### src/rtl/rf_op_sequencer.sv
// Command-driven register-file initiator: accepts one register-to-register command,
// reads both sources, computes the result and writes it back.
module rf_op_sequencer #(
  parameter int DW = 16,
  parameter int AW = 4
) (
  input  logic          clk,
  input  logic          rst_n,
  input  logic          cmd_valid,
  output logic          cmd_ready,
  input  logic [2:0]    cmd_op,
  input  logic [AW-1:0] cmd_dst,
  input  logic [AW-1:0] cmd_srca,
  input  logic [AW-1:0] cmd_srcb,
  input  logic [DW-1:0] cmd_imm,
  output logic [AW-1:0] rf_ra,
  output logic [AW-1:0] rf_rb,
  output logic [AW-1:0] rf_rw,
  output logic          rf_wren,
  output logic [DW-1:0] rf_wdat,
  input  logic [DW-1:0] rf_adat,
  input  logic [DW-1:0] rf_bdat,
  output logic          res_valid,
  output logic [DW-1:0] res_data,
  output logic          res_zero,
  output logic          res_carry,
  output logic          busy
);

  localparam logic [2:0] OP_ADD = 3'b000;
  localparam logic [2:0] OP_SUB = 3'b001;
  localparam logic [2:0] OP_AND = 3'b010;
  localparam logic [2:0] OP_OR  = 3'b011;
  localparam logic [2:0] OP_XOR = 3'b100;
  localparam logic [2:0] OP_LDI = 3'b101;
  localparam logic [2:0] OP_SHL = 3'b110;
  localparam logic [2:0] OP_CMP = 3'b111;

  typedef enum logic [1:0] {S_IDLE, S_READ, S_EXEC, S_WRITE} state_t;

  state_t        state_q, state_d;
  logic          cmd_ready_q, cmd_ready_d;
  logic [2:0]    op_q, op_d;
  logic [AW-1:0] dst_q, dst_d;
  logic [DW-1:0] imm_q, imm_d;
  logic [DW-1:0] a_q, a_d;
  logic [DW-1:0] b_q, b_d;
  logic [AW-1:0] rf_ra_q, rf_ra_d;
  logic [AW-1:0] rf_rb_q, rf_rb_d;
  logic [AW-1:0] rf_rw_q, rf_rw_d;
  logic          rf_wren_q, rf_wren_d;
  logic          res_valid_q, res_valid_d;
  logic [DW-1:0] result_q, result_d;
  logic          zero_q, zero_d;
  logic          carry_q, carry_d;

  logic [DW:0]   sum;
  logic [DW:0]   diff;
  logic [DW-1:0] alu_res;
  logic          alu_carry;

  // Bit DW of the extended difference is the unsigned borrow (a < b).
  always_comb begin
    sum       = {1'b0, a_q} + {1'b0, b_q};
    diff      = {1'b0, a_q} - {1'b0, b_q};
    alu_res   = '0;
    alu_carry = 1'b0;
    case (op_q)
      OP_ADD: begin alu_res = sum[DW-1:0];  alu_carry = sum[DW];  end
      OP_SUB: begin alu_res = diff[DW-1:0]; alu_carry = diff[DW]; end
      OP_AND: alu_res = a_q & b_q;
      OP_OR:  alu_res = a_q | b_q;
      OP_XOR: alu_res = a_q ^ b_q;
      OP_LDI: alu_res = imm_q;
      OP_SHL: begin alu_res = {a_q[DW-2:0], 1'b0}; alu_carry = a_q[DW-1]; end
      OP_CMP: begin alu_res = diff[DW-1:0]; alu_carry = diff[DW]; end
      default: ;
    endcase
  end

  always_comb begin
    state_d     = state_q;
    op_d        = op_q;
    dst_d       = dst_q;
    imm_d       = imm_q;
    a_d         = a_q;
    b_d         = b_q;
    rf_ra_d     = rf_ra_q;
    rf_rb_d     = rf_rb_q;
    rf_rw_d     = rf_rw_q;
    rf_wren_d   = 1'b0;
    res_valid_d = 1'b0;
    result_d    = result_q;
    zero_d      = zero_q;
    carry_d     = carry_q;
    case (state_q)
      S_IDLE: begin
        if (cmd_valid && cmd_ready_q) begin
          state_d = S_READ;
          op_d    = cmd_op;
          dst_d   = cmd_dst;
          imm_d   = cmd_imm;
          rf_ra_d = cmd_srca;
          rf_rb_d = cmd_srcb;
        end
      end
      S_READ: begin
        a_d     = rf_adat;
        b_d     = rf_bdat;
        state_d = S_EXEC;
      end
      // Write-stage outputs are loaded here so they are valid for the whole WRITE cycle.
      S_EXEC: begin
        state_d     = S_WRITE;
        result_d    = alu_res;
        zero_d      = (alu_res == '0);
        carry_d     = alu_carry;
        rf_rw_d     = dst_q;
        rf_wren_d   = (op_q != OP_CMP);
        res_valid_d = 1'b1;
      end
      S_WRITE: state_d = S_IDLE;
      default: state_d = S_IDLE;
    endcase
    cmd_ready_d = (state_d == S_IDLE);
  end

  always_ff @(posedge clk or negedge rst_n) begin
    if (!rst_n) begin
      state_q     <= S_IDLE;
      cmd_ready_q <= 1'b0;
      op_q        <= '0;
      dst_q       <= '0;
      imm_q       <= '0;
      a_q         <= '0;
      b_q         <= '0;
      rf_ra_q     <= '0;
      rf_rb_q     <= '0;
      rf_rw_q     <= '0;
      rf_wren_q   <= 1'b0;
      res_valid_q <= 1'b0;
      result_q    <= '0;
      zero_q      <= 1'b0;
      carry_q     <= 1'b0;
    end else begin
      state_q     <= state_d;
      cmd_ready_q <= cmd_ready_d;
      op_q        <= op_d;
      dst_q       <= dst_d;
      imm_q       <= imm_d;
      a_q         <= a_d;
      b_q         <= b_d;
      rf_ra_q     <= rf_ra_d;
      rf_rb_q     <= rf_rb_d;
      rf_rw_q     <= rf_rw_d;
      rf_wren_q   <= rf_wren_d;
      res_valid_q <= res_valid_d;
      result_q    <= result_d;
      zero_q      <= zero_d;
      carry_q     <= carry_d;
    end
  end

  assign cmd_ready = cmd_ready_q;
  assign busy      = ~cmd_ready_q;
  assign rf_ra     = rf_ra_q;
  assign rf_rb     = rf_rb_q;
  assign rf_rw     = rf_rw_q;
  assign rf_wren   = rf_wren_q;
  assign rf_wdat   = result_q;
  assign res_valid = res_valid_q;
  assign res_data  = result_q;
  assign res_zero  = zero_q;
  assign res_carry = carry_q;

endmodule

### config.mk
export PLATFORM = sky130hd
export DESIGN_NAME = rf_op_sequencer
export DESIGN_NICKNAME = d
export VERILOG_FILES = /design/src/rtl/rf_op_sequencer.sv
export SDC_FILE = /design/constraint.sdc
export NUM_CORES = 1
export LEC_CHECK = 0
export ABC_AREA = 1
export BUFFER_PORTS_ARGS = -buffer_cell sky130_fd_sc_hd__buf_4
export CAP_MARGIN = 20
export CORE_MARGIN = 2
export CORE_UTILIZATION = 30
export DETAILED_ROUTE_END_ITERATION = 7
export PLACE_DENSITY = 0.5
export SLEW_MARGIN = 20
export SYNTH_ARGS = -nofsm -noshare
export SYNTH_HDL_FRONTEND = slang
export SYNTH_SLANG_ARGS = --single-unit
### constraint.sdc
create_clock -name clk -period 2.6 [get_ports clk]
set_clock_uncertainty 0.1 [all_clocks]
set_input_delay 0.26 -clock clk [delete_from_list [all_inputs] [get_ports clk]]
set_output_delay 0.26 -clock clk [all_outputs]
set_load 0.05 [all_outputs]
# ---- Word-level counts from Yosys, hierarchy flattened
# Index checks and enable logic that the tools add are counted.
dict set report op_classes {
  add_sub_neg 2
  eq_ne 11
  mux 6
  bitwise_logic 4
  reduce_logical 7
}
# cell count
set op_table {}
lappend op_table {{case mux 16 bit (7 select lines)} 1}
lappend op_table {{adder 16 x 16 -> 17 bit} 1}
lappend op_table {{subtractor 16 x 16 -> 17 bit} 1}
lappend op_table {{bitwise AND 16 bit} 1}
lappend op_table {{zero test 16 bit} 1}
lappend op_table {{OR 16 bit} 1}
lappend op_table {{bitwise XOR 16 bit} 1}
lappend op_table {{== test 3 bit (second input constant)} 4}
lappend op_table {{case mux 2 bit (4 select lines)} 1}
lappend op_table {{== test 3 x 2 -> 1 bit (second input constant)} 2}
lappend op_table {{== test 2 bit (second input constant)} 2}
lappend op_table {{zero test 2 bit} 2}
lappend op_table {{== test 3 x 1 -> 1 bit (second input constant)} 1}
lappend op_table {{zero test 3 bit} 1}
lappend op_table {{!= test 3 bit (second input constant)} 1}
lappend op_table {{case mux 1 bit (3 select lines)} 1}
lappend op_table {{== test 2 x 1 -> 1 bit (second input constant)} 1}
lappend op_table {{two-way mux 1 bit} 2}
lappend op_table {{two-way mux 2 bit} 1}
lappend op_table {{AND reduction 2 bit} 1}
lappend op_table {{OR reduction 2 bit} 1}
lappend op_table {{logical AND 1 bit} 1}
lappend op_table {{inverter 1 bit} 1}
dict set report word_totals {
  reg_bits 90
  input_bits 66
  output_inout_bits 50
  word_cells 45
}

# ---- Longest topological paths before layout
dict set report depth {
  depth_word 4
  mapped_depth 20
  depth_no_buf 19
}

# ---- Worst setup path after synthesis
# Ideal clock, no wire load.
dict set report synth_timing {
  path_type {register to register}
  start {register a_q[0]}
  end {register zero_q, in the netlist res_zero}
  setup_time_ns 0.066
  arrival_time_ns 1.952
  path_slack_ns 0.482
  stages_incl_launch_ff 15
  n_path_buf 0
  period_less_slack_ns 2.118
  path_cell_list {dfrtp_1 ha_1 fa_1 nand2_1 nand3_1 nand3_1 nand2_1 a21o_1 nand2_1 nand3_1 nand2_1 nand3_1 nor2_1 nand2_1 nand2_1}
}
dict set report synth_between {
  elab_chain_cells 3
  word_cells_on_any_way 7
  classes_between {add/sub: 2; mux: 1; bitwise: 3; reduce/logical: 1}
}
# item line
set synth_lines {}
lappend synth_lines {{start, declared} 46} ;# logic [DW-1:0] a_q, a_d;
lappend synth_lines {{start signal, assigned} 135} ;# a_q <= '0;
lappend synth_lines {{start signal, assigned} 151} ;# a_q <= a_d;
lappend synth_lines {{subtractor 16 x 16 -> 17 bit (tied with other cells)} 65} ;# diff = {1'b0, a_q} - {1'b0, b_q};
lappend synth_lines {{case mux 16 bit (7 select lines) (*)} 68} ;# case (op_q)
lappend synth_lines {{zero test 16 bit (*)} 116} ;# zero_d = (alu_res == '0);
lappend synth_lines {{end signal, assigned} 159} ;# zero_q <= zero_d;
lappend synth_lines {{end, declared} 54} ;# logic zero_q, zero_d;
# Every way passes the cells marked *; elsewhere a longest branch is shown, timed or not.
# A chain may end at the register's enable or synchronous reset.

# ---- Worst setup path in the final report
# Same ends and word-level chain as after synthesis.

==> flow_summary.yaml <==
clock_tree:
  htreeDepth: 3
  clkLatencyLatePin_ns: 0.36
  cts_buffers: 9
  clk_pin_slew_worst_paths_ns: 0.08
  cts_tree: "built"
  clockBufferDepth: 2
  cts-root-buf: "clkbuf_16"
  clock-sinks: 90
sta:
  min_period_ns: 2.441
  worst_pin_slew_ns: 0.5283
  fmax_ghz: 0.4097
  max_slew_margin: 0.6478
  finalSetupViolCount: 0
  fin_crit_sh: 0.9387
  drv_slew: 0
  fin_tns_setup_ns: 0
  finalHoldViolCount: 0
  whs_ns: 0.006494
route:
  dr_total_vias: 6062
  vias_per_cell: 4.755
  wl_per_cell_um: 16.04
  ant_nets: 0
  firstDrtPassIters: 5
  totalWireLength_um: 20450
  drc_errors: 0
  dr.first_iter.drc_count: 430
critical_path:
  crit_path_frequent_cell: "nand2_1"
  cp-startpoint: "a_q[0]"
  startpoint_type: "flip-flop"
  worstSetupPathType: "flip-flop to flip-flop"
  cpLargestDelayFamily: "simple AND/OR/NAND/NOR gates"
  worst-path-buf-inv: 0
  slowest_stage: "dfrtp_1"
  r2r-start: "a_q[0]"
  slowest_delay_ns: 0.40
  critPathMaxFanout: 4
  cp_cell_sequence: "ha_1 > fa_2 > nand2_1 > nand3_1 > nand3_1 > nand2_1 > a21o_1 > nand2_1 > nand3_1 > nand2_1 > nand3_1 > nor2_1 > nand2_1 > nand2_1"
  cp_data_required_time_ns: 2.79
  critPathCaptureType: "flip-flop"
  arrival_ns: 2.64
placement:
  dp_hpwl_um: 16040
  port_buffers: 115
  gp_congestion: 0.9307
die:
  core_um2: 20960
  die_x_um: 149.7
  rows: 53
  die-area_um2: 22410
  ioPinCount: 116
  fp.dieH_um: 149.7
  initial_core_util: 0.3039
global_route:
  grt_pass1_vias: 6003
  antenna_found_initial: 1
  grt_max_degree: 54
  grt_pass1_wl_um: 32280
  grt_usage: 0.1874
  gr-total-overflow: 0
finish:
  layout_common_cells: "248 x nand2_1, 141 x buf_4, 112 x inv_1"
  multi_input_area_um2: 3511
  final_common_cell: "nand2_1"
  fill_cells: 2300
  utilization: 0.3841
  seqCellArea_um2: 2252
  final_layout_size_suffix_gt1_frac: 0.2230
  syn2layout_area_growth_pct: 26.41
  diodes: 0
  final_nets: 1114
min_path:
  hold_class: "primary input to flip-flop"
  hold_start: "rf_bdat[13]"
synthesis:
  synthCells: 880
  synthesis.area_um2: 6367
  synth_seq_area_share: 0.3537
  synth_cell_type_count: 34
  ys_warn_count: 0
  syn-num-nets: 999
  syn_area_per_cell_um2: 7.236
  synth_edf_count: 0
  ys.flop_type: "dfrtp_1"
  synthArstFlopShare: 1.000
  synth-seq-cells: 90
status:
  status: "finished, final reports clean"
flow_run:
  drv_cap: 0
sequential cells by signal, summed over array words and instances (netlist names), 2 cells and up:
| register | cells |
|---|---|
| state_q | 2 |
| imm_q | 16 |
| a_q | 16 |
| rf_rw | 4 |
| dst_q | 4 |
| b_q | 16 |
| rf_rb | 4 |
| rf_ra | 4 |
| op_q | 3 |
| res_data | 16 |
final timing paths:
kind | to | cells past startpoint | slack [ns]
min in group asynchronous | b_q[8] | 2 | 0.31
max in group asynchronous | b_q[10] | 3 | 1.42
max reg2reg | res_zero | 14 | 0.16
min | b_q[13] | 3 | 0.006
min reg2reg | rf_rw[1] | 2 | 0.37
max | res_zero | 14 | 0.16
stage by stage:
stage	cells	cell area, um2	worst slack (ns)
floorplan	880	6367	0.4822
global placement	1251	7565	0.09521
detailed placement	1251	7565	0.1067
CTS	1274	7941	0.07596
global route	1275	8049	-0.02058
finish	1275	8049	0.1593
tightest hold or removal path: cells and delay by family:
family | cells | cell delay [ns]
buffers and inverters | 1 | 0.08
AO/OA/AOI/OAI | 1 | 0.06
AND/OR/NAND/NOR | 1 | 0.04
cells in the mapped netlist (2+ instances only):
cell type	number	area share
nor3_1	6	0.0047
or2_2	2	0.0020
o221ai_1	2	0.0028
inv_1	112	0.066
nand2_1	251	0.15
nand2_2	2	0.0020
o22ai_1	7	0.0069
dfrtp_1	90	0.35
ha_1	51	0.10
a211oi_1	4	0.0047
nand4_1	14	0.014
o21ai_0	60	0.047
xor2_1	2	0.0028
nand3_1	71	0.056
nand3_2	2	0.0031
buf_4	19	0.022
mux2_2	26	0.046
nor2_1	70	0.041
inv_2	6	0.0035
buf_2	14	0.011
fa_1	2	0.0063
o211ai_1	5	0.0059
o21bai_1	3	0.0035
a21oi_1	32	0.025
clkbuf_1	14	0.0083
o21ai_1	5	0.0039
cell families (layout without fill, tap and decap cells):
logic type,Yosys count,in the layout,share of synthesized area
mux,26,26,0.04598
xor+xnor,2,2,0.002752
flops,90,90,0.3537
buf+inv,166,286,0.1118
compound gates,122,122,0.1047
simple gates,421,421,0.2745
fa+ha+maj,53,53,0.1065
per-layer routing:
layer,wire (um),global-route usage
met1,9155,0.2480
met2,9479,0.3057
met3,1032,0.02896
met4,777,0.07783
met5,10,0
layout make-up:
type,instances,area share
clock inverter,7,0.01010
inverter,119,0.05550
timing repair buffer,151,0.1477
sequential,90,0.2798
multi-input combinational,624,0.4362
clock buffer,9,0.02798
tap,275,0.04275
what timing repair did:
item / 4_1_cts / 5_1_grt
resized for setup: 0 / 26
hold buffers: 7 / 0
setup endpoints to repair: 0 / 4
hold endpoints to repair: 43 / 0
buffers inserted: 0 / 1
Power is left out: the tool's default activity adds up to more than one toggle a clock period on the data nets, which glitch-free logic cannot reach.
